--- src/rtl/frequency_period_meter.sv ---
// -----------------------------------------------------------------------------
// frequency_period_meter
//
// Purpose:
//   Measures the half-period of a toggling tone signal in system-clock cycles.
//   It sits on the audio channel debug/self-check path, watching a channel's
//   frequency-timer output so hardware can confirm the programmed period.
//   Every completed interval between two tone edges is reported with a
//   one-cycle valid strobe. Lock is declared after LOCK_COUNT identical
//   measurements in a row. A timeout pulse flags loss of signal.
//
// Parameters:
//   WIDTH      - width of the interval counter and of the measurement.
//   LOCK_COUNT - identical measurements in a row needed for lock (2..15).
//   TIMEOUT    - cycles without an edge before a timeout (<= 2^WIDTH-1).
//
// Ports:
//   clock           in   system clock.
//   reset           in   synchronous, active-high reset.
//   tone_in         in   signal under measurement. It must already be
//                        synchronous to clock. Both edge polarities count.
//   enable          in   measurement enable. 0 forces IDLE.
//   period_measured out  most recent completed half-period, in clock cycles.
//   period_valid    out  one-cycle pulse when period_measured updates.
//   locked          out  LOCK_COUNT equal measurements seen in a row, with
//                        no change since.
//   timeout         out  one-cycle pulse after TIMEOUT cycles with no edge.
//   state_dbg       out  current FSM state (0 IDLE, 1 ARMED, 2 MEASURE).
//
// Interface timing:
//   There is no handshake. period_valid is a qualifier with no back-pressure.
//   period_measured may be sampled in any cycle where period_valid is 1. It
//   then holds that value until the next strobe.
// -----------------------------------------------------------------------------
module frequency_period_meter #(
    parameter int WIDTH      = 17,
    parameter int LOCK_COUNT = 4,
    parameter int TIMEOUT    = 131071
) (
    input  logic             clock,
    input  logic             reset,
    input  logic             tone_in,
    input  logic             enable,
    output logic [WIDTH-1:0] period_measured,
    output logic             period_valid,
    output logic             locked,
    output logic             timeout,
    output logic [1:0]       state_dbg
);

    typedef enum logic [1:0] {
        ST_IDLE    = 2'd0,
        ST_ARMED   = 2'd1,
        ST_MEASURE = 2'd2
    } state_e;

    localparam logic [WIDTH-1:0] TIMEOUT_V = WIDTH'(TIMEOUT);
    localparam logic [WIDTH-1:0] CNT_ONE   = WIDTH'(1);
    localparam logic [WIDTH-1:0] CNT_MAX   = {WIDTH{1'b1}};
    localparam logic [3:0]       LOCK_V    = 4'(LOCK_COUNT);

    state_e           state_q, state_d;
    logic             tone_prev_q;
    logic [WIDTH-1:0] cnt_q, cnt_d;
    logic [3:0]       match_q, match_d;
    logic [WIDTH-1:0] period_q, period_d;
    logic             valid_q, valid_d;
    logic             locked_q, locked_d;
    logic             timeout_q, timeout_d;

    logic             tone_edge;
    logic [WIDTH-1:0] cnt_inc;
    logic [3:0]       match_upd;

    // An edge of either polarity is a change from the previous sample.
    assign tone_edge = (tone_in != tone_prev_q);

    // TIMEOUT never exceeds CNT_MAX, so the timeout fires before the counter
    // could wrap. This guard only protects the counter if it is misconfigured.
    assign cnt_inc = (cnt_q == CNT_MAX) ? cnt_q : (cnt_q + CNT_ONE);

    // Run length of equal measurements, including the one taken this cycle.
    // A match count of 0 means the run was broken by a timeout or by disable,
    // so the first value after that starts a new run even if it equals the
    // value still held in period_q.
    always_comb begin
        match_upd = 4'd1;
        if ((cnt_q == period_q) && (match_q != 4'd0)) begin
            match_upd = (match_q >= LOCK_V) ? LOCK_V : (match_q + 4'd1);
        end
    end

    always_comb begin
        state_d   = state_q;
        cnt_d     = cnt_q;
        match_d   = match_q;
        period_d  = period_q;
        valid_d   = 1'b0;
        locked_d  = locked_q;
        timeout_d = 1'b0;

        if (!enable) begin
            state_d  = ST_IDLE;
            cnt_d    = '0;
            match_d  = 4'd0;
            locked_d = 1'b0;
        end else begin
            unique case (state_q)
                ST_IDLE: begin
                    cnt_d    = '0;
                    match_d  = 4'd0;
                    locked_d = 1'b0;
                    state_d  = ST_ARMED;
                end

                // The first interval after arming is partial, so it is only
                // used to align to an edge and is never reported. The counter
                // still runs here so that a dead input produces a timeout.
                ST_ARMED: begin
                    if (tone_edge) begin
                        cnt_d   = CNT_ONE;
                        state_d = ST_MEASURE;
                    end else if (cnt_q == TIMEOUT_V) begin
                        timeout_d = 1'b1;
                        cnt_d     = '0;
                        match_d   = 4'd0;
                        locked_d  = 1'b0;
                    end else begin
                        cnt_d = cnt_inc;
                    end
                end

                // The edge is tested before the timeout. An edge that arrives
                // exactly when cnt reaches TIMEOUT is a valid measurement.
                ST_MEASURE: begin
                    if (tone_edge) begin
                        period_d = cnt_q;
                        valid_d  = 1'b1;
                        cnt_d    = CNT_ONE;
                        match_d  = match_upd;
                        locked_d = (match_upd == LOCK_V);
                    end else if (cnt_q == TIMEOUT_V) begin
                        timeout_d = 1'b1;
                        cnt_d     = '0;
                        match_d   = 4'd0;
                        locked_d  = 1'b0;
                        state_d   = ST_ARMED;
                    end else begin
                        cnt_d = cnt_inc;
                    end
                end

                default: begin
                    state_d  = ST_IDLE;
                    cnt_d    = '0;
                    match_d  = 4'd0;
                    locked_d = 1'b0;
                end
            endcase
        end
    end

    always_ff @(posedge clock) begin
        if (reset) begin
            state_q     <= ST_IDLE;
            tone_prev_q <= 1'b0;
            cnt_q       <= '0;
            match_q     <= 4'd0;
            period_q    <= '0;
            valid_q     <= 1'b0;
            locked_q    <= 1'b0;
            timeout_q   <= 1'b0;
        end else begin
            state_q     <= state_d;
            tone_prev_q <= tone_in;
            cnt_q       <= cnt_d;
            match_q     <= match_d;
            period_q    <= period_d;
            valid_q     <= valid_d;
            locked_q    <= locked_d;
            timeout_q   <= timeout_d;
        end
    end

    assign period_measured = period_q;
    assign period_valid    = valid_q;
    assign locked          = locked_q;
    assign timeout         = timeout_q;
    assign state_dbg       = state_q;

endmodule

--- config.mk ---
export PLATFORM = sky130hd
export DESIGN_NAME = frequency_period_meter
export DESIGN_NICKNAME = d
export VERILOG_FILES = /design/src/rtl/frequency_period_meter.sv
export SDC_FILE = /design/constraint.sdc
export NUM_CORES = 1
export LEC_CHECK = 0
export BUFFER_PORTS_ARGS = -buffer_cell sky130_fd_sc_hd__buf_2
export CAP_MARGIN = 20
export CORE_ASPECT_RATIO = 1.1
export CORE_MARGIN = 4
export CORE_UTILIZATION = 30
export CTS_CLUSTER_SIZE = 40
export DETAILED_ROUTE_END_ITERATION = 16
export GPL_ROUTABILITY_DRIVEN = 0
export PLACE_DENSITY = 0.47
export REMOVE_ABC_BUFFERS = 1
export SETUP_SLACK_MARGIN = 0.15
export SYNTH_ARGS = -nofsm -noshare
export SYNTH_HDL_FRONTEND = slang
export SYNTH_SLANG_ARGS = --single-unit
--- constraint.sdc ---
create_clock -name clock -period 3.2 [get_ports clock]
set_input_delay 0.8 -clock clock [delete_from_list [all_inputs] [get_ports clock]]
set_output_delay 0.8 -clock clock [all_outputs]
set_load 0.005 [all_outputs]
Word level (Yosys, flattened, before mapping):

Index checks and enable logic that the tools add are counted.
W data, S select, Z words.

* bits in registers: 44
* memories kept: 0
* memory bits (read-only): 0
* bits in latches: 0
* logic and storage cells: 54
* input port bits: 4
* bits in writable memories: 0

* $add $sub $neg: 2
* divide/modulo/power cells: 0
* shifts and indexed selects: 0
* multiplexer cells: 18
* $mul: 0
* equal/unequal tests: 10
* bitwise logic cells: 3
* order comparisons: 1
* reductions and logical operators: 11

Operator list (count)
* $mux W4: 5
* $add A17 B1 Y17 const B: 1
* $eq A17 B17 Y1: 1
* $eq A17 B17 Y1 const B: 1
* $ne A2 B2 Y1 const B: 4
* $pmux W4 S2: 1
* $mux W1: 7
* $mux W2: 3
* $pmux W2 S3: 1
* $reduce_and A3 Y1: 2
* $reduce_or A3 Y1: 2
* $reduce_or A5 Y1: 1
* $add A4 B1 Y4 const B: 1
* $eq A4 B3 Y1 const B: 1
* $ge A4 B3 Y1 const B: 1
* $reduce_bool A4 Y1: 1
* $reduce_or A2 Y1: 2
* $reduce_or A4 Y1: 1
* $not A1 Y1: 3
* $eq A2 B1 Y1 const B: 1
* $eq A2 B2 Y1 const B: 1
* $logic_not A2 Y1: 1
* $pmux W1 S2: 1
* $logic_and A1 B1 Y1: 1
* $ne A1 B1 Y1: 1

Longest topological paths before layout:

Gate-level depths: netlist of the first run.

* word-level depth: 6
* gate-level depth with buffers: 9
* depth with buffers taken out: 9

Worst setup path before layout of the first run:

Ideal clock, no wire load.

* path type: register to register
* from: register cnt_q[0]
* to: register cnt_q[10]
* arrival time: 2.262 ns
* stages on the path, launching flop included: 10
* data required time: 3.072 ns
* slack: 0.810 ns
* cells stage by stage: dfxtp_1 ha_1 nand3_1 or4_4 nor3b_1 ha_1 or3_1 clkbuf_1 clkbuf_1 nor2_1

* longest elaborated chain between the ends: 2
* elaborated cells between the ends (all ways): 3
* classes of those cells: 1 x add/sub; 1 x eq/ne; 1 x reduce/logical

Ends and longest elaborated chain
* start: declaration: RTL line 64 `logic [WIDTH-1:0] cnt_q, cnt_d;`
* start signal: assignment: RTL line 176 `cnt_q <= cnt_d;`
* parallel branches: the longest is 2 deep, another holds $add A17 B1 Y17

Several ways; the timed one is not identified.
A chain may end at the register's enable or synchronous reset.

Final worst setup path of the first run:

* from: register cnt_q[0]
* to: register cnt_q[15]

The elaborated chain is that of the path after synthesis.

==> results of run 1 <==
[layout make-up]
class | instances | area, µm²
fill | 691 | 4280
multi-input combinational | 162 | 1100
sequential | 44 | 881
timing repair buffer | 28 | 148
tap | 82 | 103
clock buffer | 8 | 90.1
inverter | 9 | 33.8
[cell usage in the layout (no fill, tap or decap), drive strengths merged]
| cell type | count |
|---|---|
| nor2b | 1 |
| a211oi | 2 |
| clkbuf | 8 |
| a31oi | 2 |
| nor3b | 1 |
| a21oi | 5 |
| a21o | 1 |
| o31a | 1 |
| buf | 28 |
| xnor2 | 7 |
| nand4 | 4 |
| or3 | 4 |
| o21ai | 2 |
| a211o | 2 |
| and3 | 5 |
| a22o | 1 |
| o311a | 1 |
| ha | 7 |
| nor2 | 36 |
| or4 | 1 |
| nor4 | 5 |
| nand2b | 2 |
| dfxtp | 44 |
| o41ai | 3 |
| and2 | 2 |
| nand2 | 8 |
| nand3 | 12 |
| xor2 | 22 |
| nor3 | 6 |
| mux2i | 17 |
| nand3b | 1 |
| nor4b | 1 |
| inv | 9 |
[power by group]
part           switching (W)  leakage, nW  internal, W
Sequential        0.00000237        0.355     0.000549
Combinational      0.0000254        0.744    0.0000128
Clock               0.000179       0.0455     0.000176
[worst register-to-register path, stage by stage (launching register included)]
cell	delay [ns]
dfxtp_1	0.45
ha_1	0.24
nand3_1	0.12
or4_4	0.56
nor3b_1	0.21
ha_1	0.25
or3_1	0.44
a211o_1	0.17
nand2_1	0.04
[how the worst max path moves through the flow]
stage,startpoint,end
after global routing,cnt_q[0],cnt_q[13]
after detailed placement,cnt_q[0],cnt_q[15]
after floorplan,cnt_q[0],cnt_q[13]
after CTS,cnt_q[0],cnt_q[15]
final,cnt_q[0],cnt_q[15]
after global placement,cnt_q[0],cnt_q[15]
[per-stage QoR]
step	cells	hold slack [ns]	setup slack [ns]	cell area, µm²	power [W]
6_report	333	0.467	0.621	2360	0.000945
5_1_grt	333	0.481	0.344	2360	0.000995
4_1_cts	333	0.470	0.559	2360	0.000969
3_5_place_dp	325	0.458	0.591	2270	0.000603
3_3_place_gp	325	0.463	0.667	2270	0.000603
2_1_floorplan	215	0.459	0.943	2020	0.000587
[sequential cells by signal, summed over array words and instances, names as in the netlist]
register	count
cnt_q	17
period_measured	17
match_q	4
state_dbg	2
locked	1
period_valid	1
timeout	1
tone_prev_q	1
[routing by layer]
layer  wire (µm)  up-vias  part of all wire, %
li1            -      822                    -
met1        2080      735                   48
met2        2050       22                   47
met3         166        6                  3.8
met4          76        0                  1.7
met5           0        -                    0
[logic make-up after synthesis]
family | after synthesis | share of synthesized area (%)
simple gates | 89 | 21.7
flops | 44 | 42.6
xor+xnor | 29 | 12.3
buf+inv | 21 | 4.17
compound gates | 20 | 6.83
mux | 17 | 8.22
fa+ha+maj | 7 | 4.23
==> load_flow_metrics.sql, run 1 <==
INSERT INTO impl_metrics (metric_group, metric, value, unit) VALUES
('sta', 'final_min_period_over_clock_period', '80.6', '%'),
('synthesis', 'synth_largest_type_area_fraction', '42.6', '%'),
('global_route', 'gr-usage-all-layers', '11.8', '%'),
('detailed_routing', 'via_count', '1585', ''),
('worst_hold_path', 'min_to', 'locked', ''),
('sta', 'timing_max_transition_violations_final', '0', ''),
('sta', 'tns', '0', 'ns'),
('synthesis', 'most_repeated_cell_in_the_gate_level_netlist_after_synthesis', 'dfxtp_1', ''),
('synthesis', 'post_synth_most_frequent_cells', '44 x dfxtp_1, 36 x nor2_1, 22 x xor2_1, 17 x mux2i_1, 11 x nand3_1', ''),
('outcome', 'run_status', 'completed', ''),
('clocking', 'clk-insertion-delay-late', '0.29', 'ns'),
('finish', 'area_delta_synth_final', '13.9', '%'),
('global_route', 'first_pass_grt_wire_length', '7660', 'µm'),
('critical_path', 'path_buf_inv', '0', ''),
('worst_hold_path', 'hold_depth', '2', ''),
('floorplanning', 'num_io_pins', '26', ''),
('finish', 'final_util', '35.5', '%'),
('sta', 'timing_worst_slew_pin_value', '0.656', 'ns'),
('power', 'pwr_density_cell', '401', 'nW/µm²'),
('clocking', 'cts_tree', 'built', ''),
('finish', 'number_of_antenna_cells_inserted', '0', ''),
('finish', 'layout-drive-gt1-share', '15.1', '%'),
('critical_path', 'cp_max_fo', '14', ''),
('synthesis', 'netlist-cell-type-count', '37', ''),
('global_route', 'use_met2', '19.0', '%'),
('floorplanning', 'fp.coreArea', '6630', 'µm²'),
('critical_path', 'end_kind', 'flop', ''),
('power', 'vdd_drop_max', '170', 'µV'),
('clocking', 'worst_setup_hold_path_clk_slew', '0.08', 'ns'),
('critical_path', 'critPathTopFamily', 'simple AND/OR/NAND/NOR gates', ''),
('clocking', 'clock_path_buffers', '2', ''),
('clocking', 'clkSinkCount', '44', ''),
('synthesis', 'synth.cell_area', '2070', 'µm²'),
('sta', 'finalCriticalPeriod', '2.58', 'ns'),
('run', 'maxCapViolCount', '0', ''),
('clocking', 'post_cts_buffers', '0', ''),
('critical_path', 'timing.critical_path.required', '3.39', 'ns'),
('floorplanning', 'fp.dieH', '95.1', 'µm'),
('global_route', 'grt_antenna_before_repair', '0', ''),
('synthesis', 'yosys_warnings', '0', ''),
('synthesis', 'syn_inst', '227', ''),
('placement', 'io_buffer_count', '25', ''),
('global_route', 'grt_util_met1', '15.1', '%'),
('clocking', 'cts-buffers-inserted', '5', ''),
('critical_path', 'slowest_delay', '0.56', 'ns'),
('global_route', 'first_global_vias', '1560', ''),
('global_route', 'gr-usage-met3', '3.20', '%'),
('global_route', 'grt_most_used_layer', 'met2', ''),
('detailed_routing', 'wl_per_cell', '13.1', 'µm'),
('detailed_routing', 'drc_errors', '0', ''),
('placement', 'place.detailed.hpwl', '3230', 'µm'),
('critical_path', 'crit_path_top_delay_cell', 'or4_4', ''),
('sta', 'maxClockFrequency', '388', 'MHz'),
('critical_path', 'crit_top_cell', 'ha_1', ''),
('floorplanning', 'chipWidth', '87.2', 'µm'),
('critical_path', 'timing.setup.critical_path_class', 'flop to flop', ''),
('worst_hold_path', 'min_path_type', 'flop to flop', ''),
('critical_path', 'ff2ff_path_depth', '8', ''),
('clocking', 'htree_levels', '2', ''),
('synthesis', 'synthFlopType', 'dfxtp_1', ''),
('clocking', 'cts-hold-fix-buffers', '0', ''),
('detailed_routing', 'final_antenna_net_count', '0', ''),
('sta', 'timing.final.hold_violations', '0', ''),
('critical_path', 'worst_ep_arrival_time', '2.77', 'ns'),
('sta', 'clock_skew', '0.00410', 'ns'),
('synthesis', 'synth_seq_area_share', '42.6', '%'),
('clocking', 'cts.repair.resized', '0', ''),
('sta', 'relSlewSlack', '55.9', '%'),
('detailed_routing', 'routed_via_density', '4.76', ''),
('clocking', 'cts_root_buf', 'clkbuf_8', ''),
('critical_path', 'reg2reg_to', 'cnt_q[15]', '');
(Power assumes the default switching activity.)
==> inputs of run 2 (changes only) <==
PLACE_DENSITY = 0.48   (was 0.47)
clock period = 2.2 ns   (was 3.2 ns; I/O delays follow)
==> load_flow_metrics.sql, run 2 (synthesis results as in run 1) <==
INSERT INTO impl_metrics (metric_group, metric, value, unit) VALUES
('floorplanning', 'fp.dieArea', '8290', 'µm²'),
('clocking', 'clkSinkCount', '44', ''),
('floorplanning', 'fp.coreArea', '6630', 'µm²'),
('finish', 'mostFrequentLayoutCells', '42 x dfxtp_1, 28 x nor2_1, 25 x buf_2', ''),
('clocking', 'cts_tree', 'built', ''),
('critical_path', 'crit_path_top_delay_cell', 'or4_4', ''),
('critical_path', 'slowest_delay', '0.54', 'ns'),
('critical_path', 'crit_top_cell', 'a31oi_1', ''),
('floorplanning', 'placement_rows', '31', ''),
('global_route', 'gr-usage-all-layers', '12.5', '%'),
('floorplanning', 'fp.dieH', '95.1', 'µm'),
('sta', 'relSlewSlack', '57.3', '%'),
('detailed_routing', 'wl', '4810', 'µm'),
('clocking', 'clk-insertion-delay-late', '0.30', 'ns'),
('detailed_routing', 'via_count', '1679', ''),
('sta', 'grt_setup_unrepaired', 'yes', ''),
('finish', 'number_of_antenna_cells_inserted', '0', ''),
('finish', 'layout_commonest_cell', 'dfxtp_1', ''),
('power', 'pwr_density_cell', '527', 'nW/µm²'),
('sta', 'finalSetupViolCount', '0', ''),
('sta', 'timing_worst_slew_pin_value', '0.635', 'ns'),
('finish', 'final_util', '40.3', '%'),
('finish', 'area_delta_synth_final', '29.1', '%'),
('critical_path', 'timing.setup.critical_path_class', 'flop to flop', ''),
('detailed_routing', 'routed_via_density', '4.72', ''),
('detailed_routing', 'wl_per_cell', '13.5', 'µm'),
('global_route', 'grt_antenna_before_repair', '0', ''),
('clocking', 'worst_setup_hold_path_clk_slew', '0.09', 'ns'),
('detailed_routing', 'final_antenna_net_count', '0', ''),
('sta', 'final_min_period_over_clock_period', '92.7', '%'),
('power', 'vdd_drop_max', '221', 'µV'),
('critical_path', 'critPathTopFamily', 'simple AND/OR/NAND/NOR gates', ''),
('global_route', 'first_pass_grt_wire_length', '8100', 'µm'),
('global_route', 'first_global_vias', '1661', ''),
('global_route', 'grt_overflow_total', '0', ''),
('sta', 'clock_skew', '0.00883', 'ns'),
('finish', 'multi_input_comb_area', '1210', 'µm²'),
('worst_hold_path', 'worstHoldStart', 'locked', ''),
('sta', 'post_route_hold_slack', '0.482', 'ns'),
('critical_path', 'end_kind', 'flop', ''),
('clocking', 'cts-buffers-inserted', '5', ''),
('finish', 'layout-drive-gt1-share', '31.0', '%'),
('detailed_routing', 'drc_errors', '0', ''),
('run', 'maxCapViolCount', '0', ''),
('critical_path', 'path_buf_inv', '0', ''),
('clocking', 'clock_path_buffers', '2', ''),
('outcome', 'run_status', 'completed', ''),
('sta', 'timing.final.hold_violations', '0', ''),
('placement', 'place.detailed.hpwl', '3460', 'µm'),
('finish', 'layout.nets', '284', ''),
('sta', 'timing_max_transition_violations_final', '0', ''),
('critical_path', 'cp_max_fo', '6', ''),
('global_route', 'grt_start_max_net_pins', '18', ''),
('critical_path', 'worst_ep_arrival_time', '2.23', 'ns'),
('critical_path', 'timing.rr.start', 'cnt_q[1]', ''),
('finish', 'layout.area.seq', '883', 'µm²'),
('floorplanning', 'chipWidth', '87.2', 'µm'),
('clocking', 'cts_root_buf', 'clkbuf_8', ''),
('detailed_routing', 'drt_pass1_iterations', '4', ''),
('critical_path', 'timing.critical_path.required', '2.39', 'ns'),
('placement', 'io_buffer_count', '25', ''),
('critical_path', 'cp-start-kind', 'flop', ''),
('worst_hold_path', 'min_path_type', 'flop to flop', ''),
('sta', 'finalCriticalPeriod', '2.04', 'ns'),
('detailed_routing', 'drt_iter0_markers', '53', ''),
('power', 'p_leak', '1.29', 'nW'),
('floorplanning', 'num_io_pins', '26', ''),
('clocking', 'cts-hold-fix-buffers', '0', ''),
('sta', 'maxClockFrequency', '491', 'MHz'),
('critical_path', 'critical_path.cell_chain', 'ha_4 -> nand3_2 -> or4_4 -> nor3b_2 -> ha_2 -> nand2b_4 -> a21oi_4 -> a31oi_1 -> a31oi_1', ''),
('floorplanning', 'start_util', '31.2', '%'),
('finish', 'final.fill_count', '694', ''),
('critical_path', 'worstSetupStartpoint', 'cnt_q[1]', ''),
('clocking', 'htree_levels', '2', ''),
('sta', 'tns', '0', 'ns');
[run 2: cell types whose count changed in the layout (fill, tap and decap cells not counted), moves of 2 or more]
cell      change
buf_4        +20
ha_1          -2
nor2_1        -8
clkbuf_1      -2
a21oi_2       +2
a21oi_1       -3
nor2_4        +4
nor2_2        +4
dfxtp_2       +2
clkinv_2      +2
dfxtp_1       -2
[run 2: area by class of cell]
class | instances | area share, %
Clock buffer | 6 | 3.09
Tap cell | 82 | 3.84
Sequential cell | 44 | 33.1
Timing Repair Buffer | 51 | 13.1
Clock inverter | 2 | 0.375
Multi-Input combinational cell | 162 | 45.3
Inverter | 9 | 1.26
[run 2: where the power goes]
part | switching, W | internal [W]
logic | 0.0000451 | 0.0000288
registers | 0.00000279 | 0.000799
clock network | 0.000282 | 0.000251
total | 0.000330 | 0.00108
[run 2: per-layer routing]
metal	vias up	global-route usage (%)	wire [µm]
li1	863	-	-
met1	780	16.3	2250
met2	28	20.4	2300
met3	8	3.03	198
met4	0	3.84	66
met5	-	0	0
[run 2: stage by stage]
stage,cells,setup slack [ns],cell area [µm²],total power [W]
after floorplan,215,-0.0572,2020,0.000854
after global placement,346,0.0283,2420,0.000881
after detailed placement,346,-0.0565,2420,0.000882
after CTS,355,0.134,2590,0.00143
after global routing,356,0.0579,2670,0.00148
final,356,0.161,2670,0.00141
[run 2: tightest hold or removal path: cells and delay by family, from the launching register on]
kind               cells  cell delay [ns]
DFF                    1             0.32
and+or+nand+nor        1             0.06
AOI/OAI and AO/OA      1             0.06
[run 2: final timing paths]
check	to	slack, ns	cells after the start
hold reg to reg	locked	0.48	2
setup reg to reg	match_q[0]	0.16	9
hold / removal	locked	0.48	2
setup / recovery	match_q[0]	0.16	9
[run 2: what timing repair did]
| action | 4_1_cts | 5_1_grt |
|---|---|---|
| pin swaps | 9 | 10 |
| gates resized for setup | 14 | 17 |
| setup endpoints to repair | 24 | 22 |
| buffers inserted | 1 | 0 |
| gates cloned | 0 | 1 |
